[src/rtl/afc_pkg.sv]
// Shared definitions for the AFC band-search controller: comparator codes,
// FSM state encoding and saturation flag bit positions.
package afc_pkg;

  localparam logic [2:0] COMP_FAST   = 3'b100;
  localparam logic [2:0] COMP_SLOW   = 3'b010;
  localparam logic [2:0] COMP_FREEZE = 3'b001;

  typedef enum logic [2:0] {
    ST_IDLE,
    ST_REQ,
    ST_WAIT,
    ST_DONE,
    ST_FAIL
  } afc_state_e;

  localparam int SAT_HI = 1;
  localparam int SAT_LO = 0;

endpackage

[src/rtl/afc_step_calc.sv]
// One binary-search step: next low/high/band for a SLOW or FAST verdict, plus
// range-edge flags. Arithmetic is one bit wider than the band so nothing wraps.
module afc_step_calc #(
  parameter int BAND_W = 5
) (
  input  logic [BAND_W-1:0] band_i,
  input  logic [BAND_W-1:0] low_i,
  input  logic [BAND_W-1:0] high_i,
  input  logic              slow_i,
  input  logic              fast_i,
  output logic [BAND_W-1:0] low_o,
  output logic [BAND_W-1:0] high_o,
  output logic [BAND_W-1:0] band_o,
  output logic              sat_hi_o,
  output logic              sat_lo_o
);

  localparam logic [BAND_W:0] ONE = (BAND_W+1)'(1);

  logic [BAND_W:0] band_p1;
  logic [BAND_W:0] band_m1;
  logic [BAND_W:0] sum_up;
  logic [BAND_W:0] sum_dn;
  logic            unused_bits;

  assign band_p1  = {1'b0, band_i} + ONE;
  assign band_m1  = {1'b0, band_i} - ONE;
  assign sum_up   = band_p1 + {1'b0, high_i};
  assign sum_dn   = {1'b0, low_i} + band_m1;
  assign sat_hi_o = (band_i == high_i);
  assign sat_lo_o = (band_i == low_i);

  // The carry of band+/-1 and the LSB of the halved sums are never needed.
  assign unused_bits = ^{band_p1[BAND_W], band_m1[BAND_W], sum_up[0], sum_dn[0]};

  always_comb begin
    low_o  = low_i;
    high_o = high_i;
    band_o = band_i;
    if (slow_i && !sat_hi_o) begin
      low_o  = band_p1[BAND_W-1:0];
      band_o = sum_up[BAND_W:1];
    end else if (fast_i && !sat_lo_o) begin
      high_o = band_m1[BAND_W-1:0];
      band_o = sum_dn[BAND_W:1];
    end
  end

endmodule

[src/rtl/afc_search_ctrl.sv]
// AFC binary band search: drives the VCO band, handshakes with the frequency
// comparator (change/done), retries on timeout or garbled verdicts.
//
// state | meaning
// IDLE  | parked on INIT_BAND, waiting for start (or auto start after reset)
// REQ   | one-cycle change pulse, band is stable
// WAIT  | waiting for done; timeout down-counter running
// DONE  | locked or saturated at a range edge; finish held
// FAIL  | retries exhausted; fail held
module afc_search_ctrl
  import afc_pkg::*;
#(
  parameter int BAND_W      = 5,
  parameter int BAND_LO     = 0,
  parameter int BAND_HI     = 2**BAND_W - 1,
  parameter int INIT_BAND   = 2**(BAND_W-1),
  parameter int TIMEOUT_CYC = 64,
  parameter int MAX_RETRY   = 3,
  parameter int AUTO_START  = 1
) (
  input  logic              clk,
  input  logic              rst,
  input  logic              start,
  input  logic [2:0]        comp_in,
  input  logic              done,
  output logic              change,
  output logic [BAND_W-1:0] band,
  output logic              busy,
  output logic              finish,
  output logic              fail,
  output logic [1:0]        sat,
  output logic [BAND_W:0]   iter_cnt
);

  localparam int TMO_W = (TIMEOUT_CYC > 1) ? $clog2(TIMEOUT_CYC) : 1;
  localparam int RTY_W = (MAX_RETRY > 0) ? $clog2(MAX_RETRY + 1) : 1;

  localparam logic [TMO_W-1:0]  TMO_LOAD = TMO_W'(TIMEOUT_CYC - 1);
  localparam logic [TMO_W-1:0]  TMO_ONE  = TMO_W'(1);
  localparam logic [RTY_W-1:0]  RTY_MAX  = RTY_W'(MAX_RETRY);
  localparam logic [RTY_W-1:0]  RTY_ONE  = RTY_W'(1);
  localparam logic [BAND_W-1:0] LO_B     = BAND_W'(BAND_LO);
  localparam logic [BAND_W-1:0] HI_B     = BAND_W'(BAND_HI);
  localparam logic [BAND_W-1:0] INIT_B   = BAND_W'(INIT_BAND);
  localparam logic [BAND_W:0]   ITER_ONE = (BAND_W+1)'(1);
  localparam logic              AUTO_EN  = (AUTO_START != 0);

  afc_state_e        state_q, state_d;
  logic [BAND_W-1:0] band_q, band_d;
  logic [BAND_W-1:0] low_q, low_d;
  logic [BAND_W-1:0] high_q, high_d;
  logic [1:0]        sat_q, sat_d;
  logic [BAND_W:0]   iter_q, iter_d;
  logic [TMO_W-1:0]  tmo_q, tmo_d;
  logic [RTY_W-1:0]  rty_q, rty_d;
  logic              first_q;
  logic              change_q, busy_q, finish_q, fail_q;

  logic [BAND_W-1:0] step_low, step_high, step_band;
  logic              sat_hi, sat_lo;
  logic              verdict_ok;
  logic              retry_req;

  afc_step_calc #(.BAND_W(BAND_W)) u_step (
    .band_i   (band_q),
    .low_i    (low_q),
    .high_i   (high_q),
    .slow_i   (comp_in == COMP_SLOW),
    .fast_i   (comp_in == COMP_FAST),
    .low_o    (step_low),
    .high_o   (step_high),
    .band_o   (step_band),
    .sat_hi_o (sat_hi),
    .sat_lo_o (sat_lo)
  );

  assign verdict_ok = (comp_in == COMP_FAST) || (comp_in == COMP_SLOW) ||
                      (comp_in == COMP_FREEZE);

  always_comb begin
    state_d   = state_q;
    band_d    = band_q;
    low_d     = low_q;
    high_d    = high_q;
    sat_d     = sat_q;
    iter_d    = iter_q;
    tmo_d     = tmo_q;
    rty_d     = rty_q;
    retry_req = 1'b0;
    case (state_q)
      ST_IDLE, ST_DONE, ST_FAIL: begin
        if (start || (state_q == ST_IDLE && AUTO_EN && first_q)) begin
          state_d = ST_REQ;
          low_d   = LO_B;
          high_d  = HI_B;
          band_d  = INIT_B;
          sat_d   = '0;
          iter_d  = '0;
          rty_d   = '0;
        end
      end
      ST_REQ: begin
        tmo_d   = TMO_LOAD;
        state_d = ST_WAIT;
      end
      ST_WAIT: begin
        // done has priority over an expiring timeout in the same cycle
        if (done) begin
          if (verdict_ok) begin
            iter_d = iter_q + ITER_ONE;
            rty_d  = '0;
            if (comp_in == COMP_FREEZE) begin
              state_d = ST_DONE;
              sat_d   = '0;
            end else if (comp_in == COMP_SLOW && sat_hi) begin
              state_d        = ST_DONE;
              sat_d          = '0;
              sat_d[SAT_HI]  = 1'b1;
            end else if (comp_in == COMP_FAST && sat_lo) begin
              state_d        = ST_DONE;
              sat_d          = '0;
              sat_d[SAT_LO]  = 1'b1;
            end else begin
              low_d   = step_low;
              high_d  = step_high;
              band_d  = step_band;
              state_d = ST_REQ;
            end
          end else begin
            retry_req = 1'b1;
          end
        end else if (tmo_q == '0) begin
          retry_req = 1'b1;
        end else begin
          tmo_d = tmo_q - TMO_ONE;
        end
      end
      default: state_d = ST_IDLE;
    endcase
    if (retry_req) begin
      if (rty_q == RTY_MAX) begin
        state_d = ST_FAIL;
      end else begin
        rty_d   = rty_q + RTY_ONE;
        state_d = ST_REQ;
      end
    end
  end

  always_ff @(posedge clk or posedge rst) begin
    if (rst) begin
      state_q  <= ST_IDLE;
      band_q   <= INIT_B;
      low_q    <= LO_B;
      high_q   <= HI_B;
      sat_q    <= '0;
      iter_q   <= '0;
      tmo_q    <= '0;
      rty_q    <= '0;
      first_q  <= 1'b1;
      change_q <= 1'b0;
      busy_q   <= 1'b0;
      finish_q <= 1'b0;
      fail_q   <= 1'b0;
    end else begin
      state_q  <= state_d;
      band_q   <= band_d;
      low_q    <= low_d;
      high_q   <= high_d;
      sat_q    <= sat_d;
      iter_q   <= iter_d;
      tmo_q    <= tmo_d;
      rty_q    <= rty_d;
      first_q  <= 1'b0;
      change_q <= (state_d == ST_REQ);
      busy_q   <= (state_d == ST_REQ) || (state_d == ST_WAIT);
      finish_q <= (state_d == ST_DONE);
      fail_q   <= (state_d == ST_FAIL);
    end
  end

  assign change   = change_q;
  assign band     = band_q;
  assign busy     = busy_q;
  assign finish   = finish_q;
  assign fail     = fail_q;
  assign sat      = sat_q;
  assign iter_cnt = iter_q;

endmodule

[config.mk]
export PLATFORM = sky130hd
export DESIGN_NAME = afc_search_ctrl
export DESIGN_NICKNAME = d
export VERILOG_FILES = /design/src/rtl/afc_pkg.sv /design/src/rtl/afc_step_calc.sv /design/src/rtl/afc_search_ctrl.sv
export SDC_FILE = /design/constraint.sdc
export NUM_CORES = 1
export LEC_CHECK = 0
export CELL_PAD_IN_SITES_DETAIL_PLACEMENT = 0
export CELL_PAD_IN_SITES_GLOBAL_PLACEMENT = 2
export CORE_MARGIN = 2
export CORE_UTILIZATION = 41
export CTS_BUF_LIST = sky130_fd_sc_hd__clkbuf_8
export DETAILED_ROUTE_END_ITERATION = 7
export GPL_ROUTABILITY_DRIVEN = 0
export PLACE_DENSITY = 0.89
export SETUP_SLACK_MARGIN = 0.2
export SLEW_MARGIN = 40
export SYNTH_ARGS = -nofsm -noshare
export SYNTH_HDL_FRONTEND = slang
export SYNTH_SLANG_ARGS = --single-unit
[constraint.sdc]
create_clock -name clk -period 4.2 [get_ports clk]
set_clock_uncertainty 0.05 [all_clocks]
set_input_delay 0.63 -clock clk [delete_from_list [all_inputs] [get_ports clk]]
set_output_delay 0.63 -clock clk [all_outputs]
set_load 0.005 [all_outputs]
==> results.cfg, run 1 <==
[routing]
finalWirelength_um = 5950
via_per_inst = 5.41
wl_per_cell_um = 16.0
drt-initial-drc-count = 55
dr.pass1.iters = 4
drc = 0
ant_nets = 0
vias = 2013

[floorplanning]
die_y_um = 83.5
dieArea_sq_um = 6970
core-area_sq_um = 6030
start_util_pct = 43.0
rows = 28
design.portCount = 24
chipWidth_um = 83.5

[cells_and_area]
areaGrowthSynthToFinish_pct = 15.3
final_cells = 372
drive_gt1_share_pct = 12.1
nFillCells = 608
fin_nets = 320
finalInstanceArea_sq_um = 2980
diodes = 0
postLayoutCoreUtil_pct = 49.5
multi_input_area_sq_um = 1520
ff_latch_area_sq_um = 985

[sta]
setup_viol_count_final = 0
finalCritPeriodShare_pct = 63.8
rsz0062_at_grt = no
tightest_slew_ps = 628
max_freq_mhz = 373
finalSetupTns_ps = 0
report.final.slew_viol_count = 0
fin_ws_ps = 1520
relSlewSlack_pct = 57.7
hold_viol_final = 0
layout_min_cycle_time_ps = 2680

[yosys]
netlist_area_sq_um = 2590
synth-seq-cells = 39
yosys_warnings = 0
ys_seq_area_share_pct = 38.0
syn_nets = 297
syn_inst = 273
synth_edf_count = 0
syn_area_per_cell_sq_um = 9.48
synth.distinct_cells = 56
postSynth.asyncResetShare_pct = 100
synthFlopType = dfrtp_1

[clock_network]
cts_tree = yes
cts_setup_buffers = 0
clk_path_buf_depth = 2
clkSinkCount = 39
h-tree-depth = 2
cts_buffers = 5
cts_hold_buffers = 0
cts_resized = 0
root_buffer = clkbuf_8
clock_latency_ps = 300
path_clk_slew_ps = 80

[placed_design]
place_hpwl_um = 4410
portBuffers = 23
placed_cell_area_sq_um = 2890
dp.cells = 364
post-place-ws_ps = 1220

[power_and_ir_drop]
power.leakage_uw = 0.00123
peakVddDrop_v = 0.000327
power.density_nw_per_um2 = 651

[critical_path]
crit_path_max_fanout = 10
critPathTopFamily = simple AND/OR/NAND/NOR gates
crit_type = in2reg
endpoint_kind = flip-flop
cpPeakStageDelay_ps = 540
slowest_stage = clkdlybuf4s50_1
crit_path_cell_trace = clkdlybuf4s50_1, or3b_4, o22ai_4, o311ai_4, nor4b_4, and2b_1, a22o_1
critPathLaunchType = input pin
path_buf_inv = 1
arrival_ps = 2870
required_ps = 4390

[global_routing]
grt_use_total_pct = 18.2
grt_pass1_vias = 2052
grt_max_degree = 28
antenna_found_initial = 0
grt-ovfl-total = 0
grt_pass1_wl_um = 10200

[job]
cap_violations = 0

[min_path]
hold_class = reg2reg

[run_status]
status = finished clean
==> path summary, 6_finish.rpt <==
kind / cells after the start / slack, ps / from / end
hold / removal: 1 / 440 / rty_q[0] / rty_q[0]
max in group asynchronous: 3 / 2740 / rst / high_q[4]
hold reg to reg: 1 / 440 / rty_q[0] / rty_q[0]
min in group asynchronous: 2 / 650 / rst / tmo_q[4]
setup reg to reg: 10 / 1560 / band[0] / band[4]
setup / recovery: 7 / 1520 / comp_in[0] / low_q[2]
==> cell type report <==
class,instances,share of cell area (%)
clock buffers,5,2.31
inverters,13,1.64
repair buffers,25,8.22
multi-input cells,212,50.9
clock inverters,3,0.797
flip-flops and latches,39,33.0
well taps,75,3.14
==> power by group <==
part	leakage [uW]	internal [uW]	switching, uW
clock network	0.0000408	119	152
registers	0.000478	472	128
logic	0.000708	478	592
total	0.00123	1070	872
==> cell usage after synthesis (4+ instances only) <==
cell / n / area share (%)
o21ai_0: 12 / 2.3
a21oi_1: 14 / 2.7
nand2_1: 27 / 3.9
dfrtp_1: 32 / 31
ha_1: 15 / 7.2
xnor2_1: 18 / 6.1
buf_2: 5 / 0.97
nand3_1: 12 / 2.3
mux2i_1: 6 / 2.3
nor2_1: 28 / 4.1
dfstp_2: 7 / 7.1
nor3_1: 4 / 0.77
clkbuf_1: 4 / 0.58
inv_1: 13 / 1.9
a31oi_1: 4 / 0.97
xor2_1: 11 / 3.7
==> flip-flops by register name, indices dropped and copies added (netlist names) <==
signal and cells:
band 5, fail 1, finish 1, rty_q 2, first_q 1, change 1
low_q 5, state_q 3, iter_cnt 6, high_q 5, busy 1, sat 2
tmo_q 6
==> placed cells by master, fill, tap and decap left out, types with 3 or more instances in the layout <==
master / count
a21oi_1: 14
a22o_1: 3
a31oi_1: 4
clkbuf_8: 5
clkdlybuf4s50_1: 23
dfrtp_1: 32
dfstp_2: 7
ha_1: 15
inv_1: 12
mux2i_1: 6
nand2_1: 27
nand2b_1: 3
nand3_1: 12
nand3b_1: 3
nor2_1: 28
nor2b_1: 3
nor3_1: 4
o21ai_0: 12
o31ai_1: 3
xnor2_1: 18
xor2_1: 11
==> metal layers <==
metal  vias to the layer above  share of wire, %  track usage (%)
li1                        994                 -                -
met1                       980                50             26.0
met2                        28                46             27.9
met3                        11               2.6             3.07
met4                         0               2.1             6.89
met5                         -                 0                0
==> cell families (layout without fill, tap and decap cells) <==
kind of cell    after synthesis  in the layout  share of synthesized area [%]
fa+ha+maj                    17             17                           8.80
buf+inv                      22             46                           3.43
flops                        39             39                           38.0
compound gates               58             58                           16.5
mux                           8              8                           3.19
simple gates                 99             99                           20.1
xor+xnor                     29             29                           9.81
other cells                   1              1                          0.145
==> through the flow <==
stage               power (uW)  hold WS (ps)
finish                    1940           437
global route              2110           457
CTS                       1960           439
detailed placement        1680           427
global placement          1670           424
floorplan                 1380           407
Power figures use the tool's default switching activity.
==> inputs of run 2 (changes only) <==
- CORE_UTILIZATION: 41 -> 34
- PLACE_DENSITY: 0.89 -> 0.79
- clock period: 4.2 -> 2.15 ns (I/O delays scaled with it)
==> results.cfg, run 2 (same netlist as run 1, synthesis figures left out) <==
[routing]
top_layer = met4
wl_met3_um = 267
drc = 0
wl_per_cell_um = 14.9
via_per_inst = 4.88
ant_nets = 0
finalWirelength_um = 7030
drt-met1-wl_um = 3360
vias = 2300
drt-initial-drc-count = 103
dr.pass1.iters = 4
met2_length_um = 3350

[critical_path]
cpPeakStageDelay_ps = 490
path_buf_inv = 2
crit_path_cell_trace = inv_2, ha_4, inv_6, fa_2, nor2b_1, o21ai_1, nand2b_1, xnor2_1, o31ai_1, mux2_4
crit_type = reg2reg
critPathTopFamily = adder cells
crit_path_max_fanout = 6
startpoint = band[1]
arrival_ps = 2390
endpoint_kind = flip-flop
worst-path-stages = 10
slowest_stage = dfrtp_2
critPathCapture = band[3]
r2r_slack_ps = -100
regToRegStartpoint = band[1]
critPathLaunchType = flip-flop
r2r_cells = 10
required_ps = 2290
r2r-end = band[3]

[clock_network]
cts_tree = yes
clock_latency_ps = 310
clk_path_buf_depth = 2
path_clk_slew_ps = 90
cts_hold_buffers = 0
root_buffer = clkbuf_8
clkSinkCount = 39
cts_buffers = 5
h-tree-depth = 2

[global_routing]
grt_pass1_vias = 2337
grt_max_degree = 40
antenna_found_initial = 0
grt_use_total_pct = 17.5
grt-ovfl-total = 0
grt_pass1_wl_um = 11600

[sta]
relSlewSlack_pct = 66.0
tightest_slew_ps = 510
report.final.slew_viol_count = 0
finalCritPeriodShare_pct = 105
fin_ws_ps = -98.0
hold_viol_final = 0
finalHoldWorstSlack_ps = 389
rsz0062_at_grt = yes
layout_min_cycle_time_ps = 2250
max_freq_mhz = 445
setup_viol_count_final = 3

[min_path]
hold_class = in2async

[job]
cap_violations = 0

[cells_and_area]
diodes = 0
final_common_cell = buf_4
nFillCells = 659
areaGrowthSynthToFinish_pct = 52.7
fin_nets = 395
final_cells = 471
layout_common_cells = 63 x buf_4, 28 x dfrtp_1, 26 x nor2_1
drive_gt1_share_pct = 41.4

[power_and_ir_drop]
peakVddDrop_v = 0.000548
power_uw = 5450
power.leakage_uw = 0.00169
power.density_nw_per_um2 = 1380

[floorplanning]
core-area_sq_um = 7330
dieArea_sq_um = 8330
rows = 31
die_y_um = 91.3
chipWidth_um = 91.3
design.portCount = 24
start_util_pct = 35.3

[placed_design]
place_hpwl_um = 5040
dp.cells = 449
portBuffers = 23

[run_status]
status = finished, violations left
violations = negative setup slack
==> run 2: where the power goes <==
part	internal [uW]	leakage (uW)	switching (uW)	total, uW
Sequential	927	0.000472	183	1110
Combinational	2070	0.00117	1740	3810
Clock	232	0.0000408	305	537
Total	3230	0.00169	2230	5450
==> run 2: per-layer routing <==
layer  global-route usage [%]  up-vias
met2                     28.1       34
met5                        0        -
li1                         -     1151
met3                     2.82        4
met4                     4.17        0
met1                     24.7     1111
==> run 2: worst min path at each step <==
stage / end / start / depth (start not counted) / slack [ps]
4_1_cts: state_q[1] / rst / 3 / 410
3_5_place_dp: sat[1] / sat[1] / 2 / 420
5_1_grt: rty_q[0] / rty_q[0] / 1 / 460
6_report: tmo_q[5] / rst / 3 / 390
2_1_floorplan: rty_q[0] / rty_q[0] / 1 / 410
3_3_place_gp: rty_q[0] / rty_q[0] / 1 / 420
==> run 2: through the flow <==
stage / instance area [sq um] / worst slack, ps / TNS, ps / utilization [%]
after floorplan: 2680 / 92.3 / 0 / -
after global placement: 3480 / -355 / -6490 / 47.5
after detailed placement: 3480 / -351 / -7720 / 47.5
after CTS: 3770 / -62.6 / -191 / 51.4
after global routing: 3950 / -224 / -850 / 53.9
final: 3950 / -98.0 / -187 / 53.9
==> run 2: worst register-to-register path: cells and delay by family (launching register included) <==
family          cells  cell delay, ps
compound gates      2             170
simple gates        2             230
buf+inv             2             130
xor+xnor            1             120
fa+ha+maj           2             680
flops               1             490
mux                 1             260
==> run 2: what timing repair did <==
action	CTS	global route
endpoints found under the setup margin	25	27
pin swaps	10	17
buffers inserted	6	7
cloned	0	1
gates resized for setup	30	34
==> run 2: final cells by class <==
class	count	area (sq um)	area share, %
clock inverters	3	23.8	0.601
inverters	13	56.3	1.42
clock buffers	5	68.8	1.74
well taps	99	124	3.13
flip-flops and latches	39	990	25.0
multi-input cells	212	1810	45.8
repair buffers	100	880	22.3
==> inputs of run 3 (changes only) <==
- TNS_END_PERCENT: not set -> 50
==> results.cfg, run 3 (same netlist as run 1, synthesis figures left out) <==
[run_status]
status = finished, violations left
violations = negative setup slack

[power_and_ir_drop]
power.density_nw_per_um2 = 1350
power.switching_uw = 2080
seqPwrFrac_pct = 21.7
switching_share_pct = 40.0
peakVddDrop_v = 0.000716
power_frac_comb_pct = 67.7
pwr-share-clk_pct = 10.6
p_int_uw = 3120
power.leakage_uw = 0.00165

[clock_network]
root_buffer = clkbuf_8
clk_path_buf_depth = 2
clkSinkCount = 39
cts_tree = yes
path_clk_slew_ps = 80
h-tree-depth = 2
clock_latency_ps = 290
cts_buffers = 5
cts_hold_buffers = 0

[sta]
finalSetupTns_ps = -302
rsz0062_at_grt = yes
tightest_slew_ps = 525
finalCritPeriodShare_pct = 105
fin_ws_ps = -114
layout_min_cycle_time_ps = 2260
relSlewSlack_pct = 64.6
max_freq_mhz = 442
hold_viol_final = 0
setup_viol_count_final = 5
report.final.slew_viol_count = 0
finalHoldWorstSlack_ps = 399

[global_routing]
antenna_found_initial = 0
grt_pass1_vias = 2398
grt_pass1_wl_um = 11600
grt_max_degree = 40
grt_use_total_pct = 17.7
grt-ovfl-total = 0

[min_path]
hold_class = in2async

[cells_and_area]
drive_gt1_share_pct = 38.0
nFillCells = 661
final_common_cell = buf_4
diodes = 0
fin_nets = 391
postLayoutCoreUtil_pct = 52.6
layout_common_cells = 65 x buf_4, 29 x dfrtp_1, 25 x nand2_1, 25 x nor2_1, 20 x clkdlybuf4s50_1
ff_latch_area_sq_um = 988
finalInstanceArea_sq_um = 3850
areaGrowthSynthToFinish_pct = 48.9
final_cells = 467
multi_input_area_sq_um = 1770

[critical_path]
r2r-end = band[2]
path_buf_inv = 2
crit_type = reg2reg
crit_top_cell = ha_4
r2r_cells = 9
critPathTopFamily = flip-flops
required_ps = 2270
critPathLaunchType = flip-flop
arrival_ps = 2390
r2r_slack_ps = -110
cpPeakStageDelay_ps = 500
slowest_stage = dfrtp_2
crit_path_max_fanout = 6
endpoint_kind = flip-flop
crit_path_cell_trace = inv_4, ha_4, buf_4, ha_4, a211oi_2, nor2_1, xnor2_1, o31ai_1, mux2_1
regToRegStartpoint = band[0]

[routing]
wl_per_cell_um = 14.8
dr.pass1.iters = 4
ant_nets = 0
finalWirelength_um = 6930
vias = 2302
drc = 0
drt-initial-drc-count = 71
via_per_inst = 4.93

[floorplanning]
die_y_um = 91.3
dieArea_sq_um = 8330
core-area_sq_um = 7330
rows = 31
design.portCount = 24
chipWidth_um = 91.3
start_util_pct = 35.3

[placed_design]
place_hpwl_um = 5380
dp.cells = 451
portBuffers = 23
placed_cell_area_sq_um = 3480

[job]
cap_violations = 0
-- run 3: cell count changes in the layout (fill, tap and decap cells not counted), moves of 2 or more --
| cell | change |
|---|---|
| buf_4 | +2 |
| buf_6 | -4 |
| inv_6 | -2 |
| nor2_2 | +2 |
| nor3_2 | -2 |
| clkbuf_8 | +2 |
| dlygate4sd2_1 | +3 |
| clkbuf_2 | -3 |
-- run 3: worst max path at each step --
stage / start / endpoint / slack (ps) / depth (start not counted)
3_3_place_gp: comp_in[0] / iter_cnt[5] / -290 / 8
5_1_grt: band[0] / band[3] / -220 / 10
6_report: band[0] / band[2] / -110 / 9
2_1_floorplan: band[1] / band[3] / 90 / 9
4_1_cts: band[1] / band[3] / -80 / 9
3_5_place_dp: comp_in[0] / busy / -350 / 8
-- run 3: per-stage QoR --
step / power, uW / setup slack (ps)
floorplan: 2850 / 92.3
global placement: 4140 / -286
detailed placement: 4170 / -347
CTS: 5010 / -75.1
global route: 5630 / -220
finish: 5200 / -114
-- run 3: timing repair --
item | CTS | global route
setup endpoints to repair | 30 | 28
buffers inserted | 5 | 3
pin swaps | 13 | 7
gates resized for setup | 28 | 16
-- run 3: cell type report --
type                       instances  share of cell area [%]
sequential                        39                    25.6
timing repair buffer              96                    21.1
inverter                          13                    1.40
clock inverter                     1                   0.195
tap                               99                    3.21
clock buffer                       7                    2.50
multi-input combinational        212                    46.0
-- run 3: worst register-to-register path, delay by kind of cell, from the launching register on --
| family | cells | cell delay, ps |
|---|---|---|
| XOR/XNOR | 1 | 200 |
| buffers and inverters | 2 | 240 |
| adder cells (fa/ha/maj) | 2 | 490 |
| flip-flops | 1 | 500 |
| AND/OR/NAND/NOR | 1 | 80 |
| multiplexers | 1 | 300 |
| AO/OA/AOI/OAI | 2 | 300 |
-- run 3: power by group through the flow --
stage          combinational [uW]  clock [uW]  sequential, uW
6_report                     3520         550            1130
5_1_grt                      3880         596            1160
4_1_cts                      3310         572            1120
3_5_place_dp                 3050           0            1120
3_3_place_gp                 3020           0            1120
2_1_floorplan                1760           0            1080
-- run 3: layer usage --
layer  part of all wire, %  GRT usage (%)
met5                     0              0
met2                    51           31.2
met1                    46           22.2
met4                   1.3           5.30
met3                   2.3           2.74
